File: config.mk
export PLATFORM = sky130hd
export DESIGN_NAME = key_adjust_ctrl
export DESIGN_NICKNAME = d
export VERILOG_FILES = /design/src/rtl/key_adjust_ctrl_pkg.sv /design/src/rtl/key_adjust_ctrl_debounce.sv /design/src/rtl/key_adjust_ctrl.sv
export SDC_FILE = /design/constraint.sdc
export NUM_CORES = 1
export LEC_CHECK = 0
export CORE_MARGIN = 8
export CORE_UTILIZATION = 40
export CTS_BUF_LIST = sky130_fd_sc_hd__clkbuf_16
export DETAILED_ROUTE_END_ITERATION = 8
export RECOVER_POWER = 50
export SYNTH_ARGS = -nofsm -noshare
export SYNTH_HDL_FRONTEND = slang
export SYNTH_SLANG_ARGS = --single-unit
File: constraint.sdc
create_clock -name clk -period 2.5 [get_ports clk]
set_input_delay 0.625 -clock clk [delete_from_list [all_inputs] [get_ports clk]]
set_output_delay 0.625 -clock clk [all_outputs]
set_load 0.01 [all_outputs]
File: src/rtl/key_adjust_ctrl_pkg.sv
// Shared definitions for the front-panel key/adjust block: field codes,
// repeat FSM state encoding and the field-advance helper.
package key_adjust_ctrl_pkg;

    localparam logic [1:0] FIELD_SEC  = 2'd0;
    localparam logic [1:0] FIELD_MIN  = 2'd1;
    localparam logic [1:0] FIELD_HOUR = 2'd2;

    typedef enum logic [1:0] {
        ST_IDLE   = 2'd0,
        ST_HOLD   = 2'd1,
        ST_REPEAT = 2'd2
    } rpt_state_e;

    // Advance the selected field, wrapping after the last one back to seconds.
    function automatic logic [1:0] next_field(input logic [1:0] cur, input logic [1:0] last);
        return (cur == last) ? FIELD_SEC : cur + 2'd1;
    endfunction

endpackage

File: src/rtl/key_adjust_ctrl_debounce.sv
// key_debounce: 2-FF synchroniser, stable-level debouncer and press-event
// pulse for one raw active-low push-button.
module key_debounce #(
    parameter int unsigned DEB_CYC = 1_000_000
) (
    input  logic clk,
    input  logic rst,
    input  logic key_n,
    output logic pressed,
    output logic press
);

    localparam int unsigned CW = (DEB_CYC > 1) ? $clog2(DEB_CYC) : 1;
    localparam logic [CW-1:0] CNT_MAX = CW'(DEB_CYC - 1);

    logic          sync1_q, sync2_q;
    logic          deb_n_q, deb_n_d;
    logic          press_q, press_d;
    logic          arm_q, arm_d;
    logic [CW-1:0] cnt_q, cnt_d;
    logic [CW-1:0] rel_q, rel_d;

    // Debounce counter, flip on a stable level, and arming: after reset a key
    // only produces press events once it has been seen released, so a key held
    // through reset needs a release and re-press. The two released-looking
    // cycles from the synchroniser reset values stay below the arm threshold.
    always_comb begin
        deb_n_d = deb_n_q;
        cnt_d   = '0;
        press_d = 1'b0;
        arm_d   = arm_q;
        rel_d   = '0;
        if (sync2_q != deb_n_q) begin
            if (cnt_q == CNT_MAX) begin
                deb_n_d = sync2_q;
                press_d = ~sync2_q & arm_q;
                if (sync2_q) begin
                    arm_d = 1'b1;
                end
            end else begin
                cnt_d = cnt_q + 1'b1;
            end
        end
        if (!arm_q && deb_n_q && sync2_q) begin
            if (rel_q == CNT_MAX) begin
                arm_d = 1'b1;
            end else begin
                rel_d = rel_q + 1'b1;
            end
        end
    end

    // Synchroniser and debounce state registers.
    always_ff @(posedge clk) begin
        if (rst) begin
            sync1_q <= 1'b1;
            sync2_q <= 1'b1;
            deb_n_q <= 1'b1;
            press_q <= 1'b0;
            arm_q   <= 1'b0;
            cnt_q   <= '0;
            rel_q   <= '0;
        end else begin
            sync1_q <= key_n;
            sync2_q <= sync1_q;
            deb_n_q <= deb_n_d;
            press_q <= press_d;
            arm_q   <= arm_d;
            cnt_q   <= cnt_d;
            rel_q   <= rel_d;
        end
    end

    assign pressed = ~deb_n_q;
    assign press   = press_q;

endmodule

File: src/rtl/key_adjust_ctrl.sv
// key_adjust_ctrl: debounces key1/key2/key3, drives the adjust field selector
// and the one-cycle inc/dec pulses. Define AUTO_REPEAT_EN to build the
// hold-to-repeat behaviour; without it each press gives exactly one pulse.
module key_adjust_ctrl
    import key_adjust_ctrl_pkg::*;
#(
    parameter int unsigned DEB_CYC     = 1_000_000,
    parameter int unsigned RPT_DLY_CYC = 25_000_000,
    parameter int unsigned RPT_CYC     = 5_000_000,
    parameter int unsigned FIELD_NUM   = 3
) (
    input  logic       clk,
    input  logic       rst,
    input  logic       sw17,
    input  logic       key1_n,
    input  logic       key2_n,
    input  logic       key3_n,
    output logic       key2,
    output logic       key3,
    output logic [1:0] adjust
);

    localparam logic [1:0] FIELD_LAST = 2'(FIELD_NUM - 1);

    logic       key1_press, key2_press, key3_press;
    logic       unused_key1_lvl, key2_lvl, key3_lvl;
    logic [1:0] adjust_q;
    rpt_state_e state_q, state_d;
    logic       active_q, active_d;   // 0: key2 owns the FSM, 1: key3
    logic       key2_q, key2_d, key3_q, key3_d;
    logic       act_rel, oth_pr, quit;

`ifdef AUTO_REPEAT_EN
    localparam int unsigned TMAX = (RPT_DLY_CYC > RPT_CYC) ? RPT_DLY_CYC : RPT_CYC;
    localparam int unsigned TW   = (TMAX > 1) ? $clog2(TMAX) : 1;
    localparam logic [TW-1:0] DLY_MAX = TW'(RPT_DLY_CYC - 1);
    localparam logic [TW-1:0] RPT_MAX = TW'(RPT_CYC - 1);
    logic [TW-1:0] timer_q, timer_d;
`else
    logic unused_rpt;
    assign unused_rpt = ^{RPT_DLY_CYC, RPT_CYC};
`endif

    key_debounce #(.DEB_CYC(DEB_CYC)) u_deb_key1 (
        .clk     (clk),
        .rst     (rst),
        .key_n   (key1_n),
        .pressed (unused_key1_lvl),
        .press   (key1_press)
    );

    key_debounce #(.DEB_CYC(DEB_CYC)) u_deb_key2 (
        .clk     (clk),
        .rst     (rst),
        .key_n   (key2_n),
        .pressed (key2_lvl),
        .press   (key2_press)
    );

    key_debounce #(.DEB_CYC(DEB_CYC)) u_deb_key3 (
        .clk     (clk),
        .rst     (rst),
        .key_n   (key3_n),
        .pressed (key3_lvl),
        .press   (key3_press)
    );

    // Field selector: cycles on key1 presses in adjust mode, parked at seconds otherwise.
    always_ff @(posedge clk) begin
        if (rst || !sw17) begin
            adjust_q <= FIELD_SEC;
        end else if (key1_press) begin
            adjust_q <= next_field(adjust_q, FIELD_LAST);
        end
    end

    // Repeat FSM next state and pulse requests; exit conditions beat a due pulse.
    always_comb begin
        state_d  = state_q;
        active_d = active_q;
        key2_d   = 1'b0;
        key3_d   = 1'b0;
`ifdef AUTO_REPEAT_EN
        timer_d  = timer_q;
`endif
        act_rel = active_q ? ~key3_lvl : ~key2_lvl;
        oth_pr  = active_q ? key2_lvl : key3_lvl;
        quit    = ~sw17 | act_rel | oth_pr;
        case (state_q)
            ST_IDLE: begin
                if (sw17 && (key2_press ^ key3_press)) begin
                    key2_d   = key2_press;
                    key3_d   = key3_press;
                    active_d = key3_press;
                    state_d  = ST_HOLD;
`ifdef AUTO_REPEAT_EN
                    timer_d  = '0;
`endif
                end
            end
            ST_HOLD: begin
                if (quit) begin
                    state_d = ST_IDLE;
                end
`ifdef AUTO_REPEAT_EN
                else if (timer_q == DLY_MAX) begin
                    key2_d  = ~active_q;
                    key3_d  = active_q;
                    timer_d = '0;
                    state_d = ST_REPEAT;
                end else begin
                    timer_d = timer_q + 1'b1;
                end
`endif
            end
`ifdef AUTO_REPEAT_EN
            ST_REPEAT: begin
                if (quit) begin
                    state_d = ST_IDLE;
                end else if (timer_q == RPT_MAX) begin
                    key2_d  = ~active_q;
                    key3_d  = active_q;
                    timer_d = '0;
                end else begin
                    timer_d = timer_q + 1'b1;
                end
            end
`endif
            default: state_d = ST_IDLE;
        endcase
    end

    // FSM state and registered pulse outputs.
    always_ff @(posedge clk) begin
        if (rst) begin
            state_q  <= ST_IDLE;
            active_q <= 1'b0;
            key2_q   <= 1'b0;
            key3_q   <= 1'b0;
`ifdef AUTO_REPEAT_EN
            timer_q  <= '0;
`endif
        end else begin
            state_q  <= state_d;
            active_q <= active_d;
            key2_q   <= key2_d;
            key3_q   <= key3_d;
`ifdef AUTO_REPEAT_EN
            timer_q  <= timer_d;
`endif
        end
    end

    assign key2   = key2_q;
    assign key3   = key3_q;
    assign adjust = adjust_q;

endmodule

==> flow_summary_export.csv <==
group,metric,value,unit
outcome,status,"completed",
logic_synthesis,syn-num-nets,735,
power_and_ir_drop,p_total,5.040,mW
sta,setup-tns-final,0,ps
setup_path,endpoint_kind,"flip-flop",
cts,cts.sinks,141,
power_and_ir_drop,p_seq_frac,0.453,
cts,cts_resized,0,
setup_path,cp_data_arrival_time,2460,ps
placement,port_buffers,9,
sta,period_share,0.8812,
routing,drt-pass1-iter-count,6,
grt,grt_max_degree,21,
layout,drive_above_1_share,0.06702,
grt,grt_pass1_wl,21680,microns
floorplanning,pin_count,10,
layout,nFillCells,1473,
logic_synthesis,avgSynthCellArea,8.658,sq um
hold_path,worstHoldPathType,"reg -> reg",
power_and_ir_drop,pwr-share-clk,0.530,
power_and_ir_drop,ir_worst_vdd,0.4863,mV
layout,regArea,2823,sq um
sta,min_period,2203,ps
sta,skew,5.780,ps
sta,grt_setup_unrepaired,"no",
floorplanning,die_y,141.1,microns
logic_synthesis,yosysTopAreaCellShare,0.4509,
cts,cts_tree,"yes",
setup_path,path_class,"reg -> reg",
sta,hold_viol_final,0,
power_and_ir_drop,p_leak,2.193,nW
setup_path,crit_start,"u_deb_key2.rel_q[13]",
logic_synthesis,synth_edf_count,0,
routing,drt_iter0_drc,245,
floorplanning,initial_utilization,0.4103,
grt,grt.total_usage,0.1312,
hold_path,hold_start,"u_deb_key1.sync1_q",
placement,finalWeightedCongestion,0.8217,
layout,multi_input_area,3208,sq um
setup_path,critPathMaxStageDelay,1000,ps
logic_synthesis,synth_seq_area_share,0.4509,
setup_path,rr_startpoint,"u_deb_key2.rel_q[13]",
cts,cts-hold-fix-buffers,0,
layout,nets,745,
layout,n_antenna_cell,0,
floorplanning,core_region_area,15260,sq um
cts,cts_setup_buffers,0,
cts,worstSkewPairLatency,420,ps
placement,hpwl,8718,microns
routing,drcViolationCount,0,
logic_synthesis,synth-seq-cells,141,
power_and_ir_drop,switching_share,0.1977,
power_and_ir_drop,powerDensity,703.0,nW/um^2
setup_path,crit_path_start_kind,"flip-flop",
setup_path,worstPathRequired,2750,ps
logic_synthesis,yosys.area.top_type,"dfxtp_1",
sta,drv_slew,0,
grt,antenna_found_initial,0,
cts,cts_root_buf,"clkbuf_16",
setup_path,crit_chain,"nor4b_1 -> nand4_1 -> o21ai_1 -> nor2_1",
routing,wl,12440,microns
routing,viasPerCell,5.271,
routing,wl_per_cell,12.99,microns
grt,first_global_vias,4850,
floorplanning,die_w,141.1,microns
sta,setup_viol,0,
setup_path,path_buf_inv,0,
logic_synthesis,synth-main-ff-cell,"dfxtp_1",
logic_synthesis,synth_cells,723,
logic_synthesis,yosysWarnings,0,
sta,fmax,453.9,MHz
power_and_ir_drop,internal_power,4.043,mW
floorplanning,die_area,19910,sq um
logic_synthesis,synth.distinct_cells,46,
grt,overflow,0,
power_and_ir_drop,p_sw,0.9965,mW
cts,cts_buffers,17,
setup_path,rrSetupSlack,300,ps
sta,tightestPinTransition,1231,ps
layout,area_growth,14.53,%
logic_synthesis,synthTopCellsByArea,"dfxtp_1, xnor2_1, nor2_1, xor2_1, nand3_1",
logic_synthesis,async_flop_share,0,
cts,clk_pin_slew_worst_paths,60,ps
routing,final_antenna_net_count,0,
setup_path,critPathTopFamily,"compound AO/OA/AOI/OAI gates",
power_and_ir_drop,power_frac_comb,0.017,
setup_path,critPathMaxFanout,18,
setup_path,cp_slowest_cell,"o21ai_1",
cts,clock_path_buffers,2,
flow_run,drv_cap,0,
sta,relSlewSlack,0.1736,
cts,h-tree-depth,4,
logic_synthesis,netlist_area,6260,sq um
floorplanning,fp-row-count,45,
routing,via_count,5044,
==> final timing paths <==
kind / endpoint / cells after the start
worst max-delay path: u_deb_key2.rel_q[2] / 4
worst max register to register: u_deb_key2.rel_q[2] / 4
worst min register to register: u_deb_key1.sync2_q / 1
worst min-delay path: u_deb_key1.sync2_q / 1
==> layer usage <==
metal  vias to the layer above  share of wire  GRT usage  wire, microns
met3                         9          0.028    0.03984            354
met5                         -              0          0              0
li1                       2601              -          -              -
met1                      2388           0.48     0.1527           5915
met4                         0          0.012    0.05543            149
met2                        46           0.48     0.2198           6016
==> metrics by stage <==
step / setup slack (ps) / instance area [sq um] / util / hold WS (ps) / instances
2_1_floorplan: 529.2 / 6260 / - / 389.5 / 723
3_3_place_gp: 332.5 / 6554 / 0.4295 / 396.5 / 925
3_5_place_dp: 253.9 / 6554 / 0.4295 / 398.0 / 925
4_1_cts: 239.1 / 7181 / 0.4706 / 411.6 / 957
5_1_grt: 35.68 / 7169 / 0.4699 / 426.3 / 957
6_report: 297.1 / 7169 / 0.4699 / 409.2 / 957
==> layout by cell type, fill, tap and decap left out, types with 3 or more instances in the layout <==
| master | n |
|---|---|
| nor4_1 | 21 |
| or3b_2 | 3 |
| nor2_1 | 90 |
| clkinv_1 | 4 |
| clkdlybuf4s50_1 | 3 |
| clkbuf_16 | 17 |
| xnor2_1 | 43 |
| dlygate4sd3_1 | 6 |
| nand3_1 | 43 |
| o31ai_1 | 22 |
| nor4b_1 | 6 |
| clkbuf_2 | 3 |
| bufinv_16 | 5 |
| o21ai_0 | 18 |
| o211ai_1 | 3 |
| nor3_1 | 19 |
| nand2_1 | 48 |
| nand4_1 | 19 |
| nand2b_1 | 6 |
| xor2_1 | 31 |
| or4_1 | 27 |
| dfxtp_1 | 141 |
| or3_1 | 26 |
| and3_1 | 9 |
| buf_4 | 4 |
| or4b_1 | 4 |
| or2_2 | 8 |
| a21oi_1 | 39 |
| ha_1 | 6 |
| inv_1 | 28 |
| and4_1 | 10 |
| clkinv_2 | 5 |
| nand3b_1 | 3 |
==> final cells by class <==
cell class	count	share of cell area
multi-input cells	527	0.4475
flip-flops and latches	141	0.3937
clock buffers	17	0.05934
well taps	211	0.03682
clock inverters	15	0.02810
repair buffers	17	0.01937
inverters	29	0.01518
==> registers in the layout, summed over array words and instances, names as in the netlist, 2 cells and up <==
register / cells
u_deb_key1.cnt_q: 20
u_deb_key1.rel_q: 20
u_deb_key2.cnt_q: 20
u_deb_key2.rel_q: 20
u_deb_key3.cnt_q: 20
u_deb_key3.rel_q: 20
adjust: 2
==> logic make-up after synthesis <==
logic type,synth area share
simple gates,0.3048
flops,0.4509
compound gates,0.08895
xor+xnor,0.1035
buf+inv,0.03658
fa+ha+maj,0.01199
mux,0.003198
==> cell usage after synthesis, types with 4 or more instances <==
| cell | number |
|---|---|
| nor4_1 | 21 |
| o21ai_0 | 17 |
| nand3_1 | 43 |
| nor2_1 | 90 |
| or2_2 | 8 |
| xor2_1 | 31 |
| nand4_1 | 19 |
| nor3_1 | 19 |
| or4_1 | 27 |
| or3_1 | 26 |
| xnor2_1 | 43 |
| dfxtp_1 | 141 |
| inv_1 | 28 |
| and3_1 | 9 |
| clkbuf_1 | 18 |
| and4_1 | 10 |
| nand2b_1 | 6 |
| ha_1 | 6 |
| buf_2 | 6 |
| nor4b_1 | 6 |
| or4b_1 | 4 |
| nand2_1 | 48 |
| o31ai_1 | 22 |
| a21oi_1 | 39 |
==> power by group through the flow <==
stage	combinational, mW	clock, mW	sequential, mW
2_1_floorplan	0.0641	0	2.33
3_3_place_gp	0.0852	0	2.33
3_5_place_dp	0.0900	0	2.33
4_1_cts	0.0901	2.75	2.28
5_1_grt	0.0980	2.85	2.28
6_report	0.0853	2.67	2.28
(Power assumes the default switching activity.)
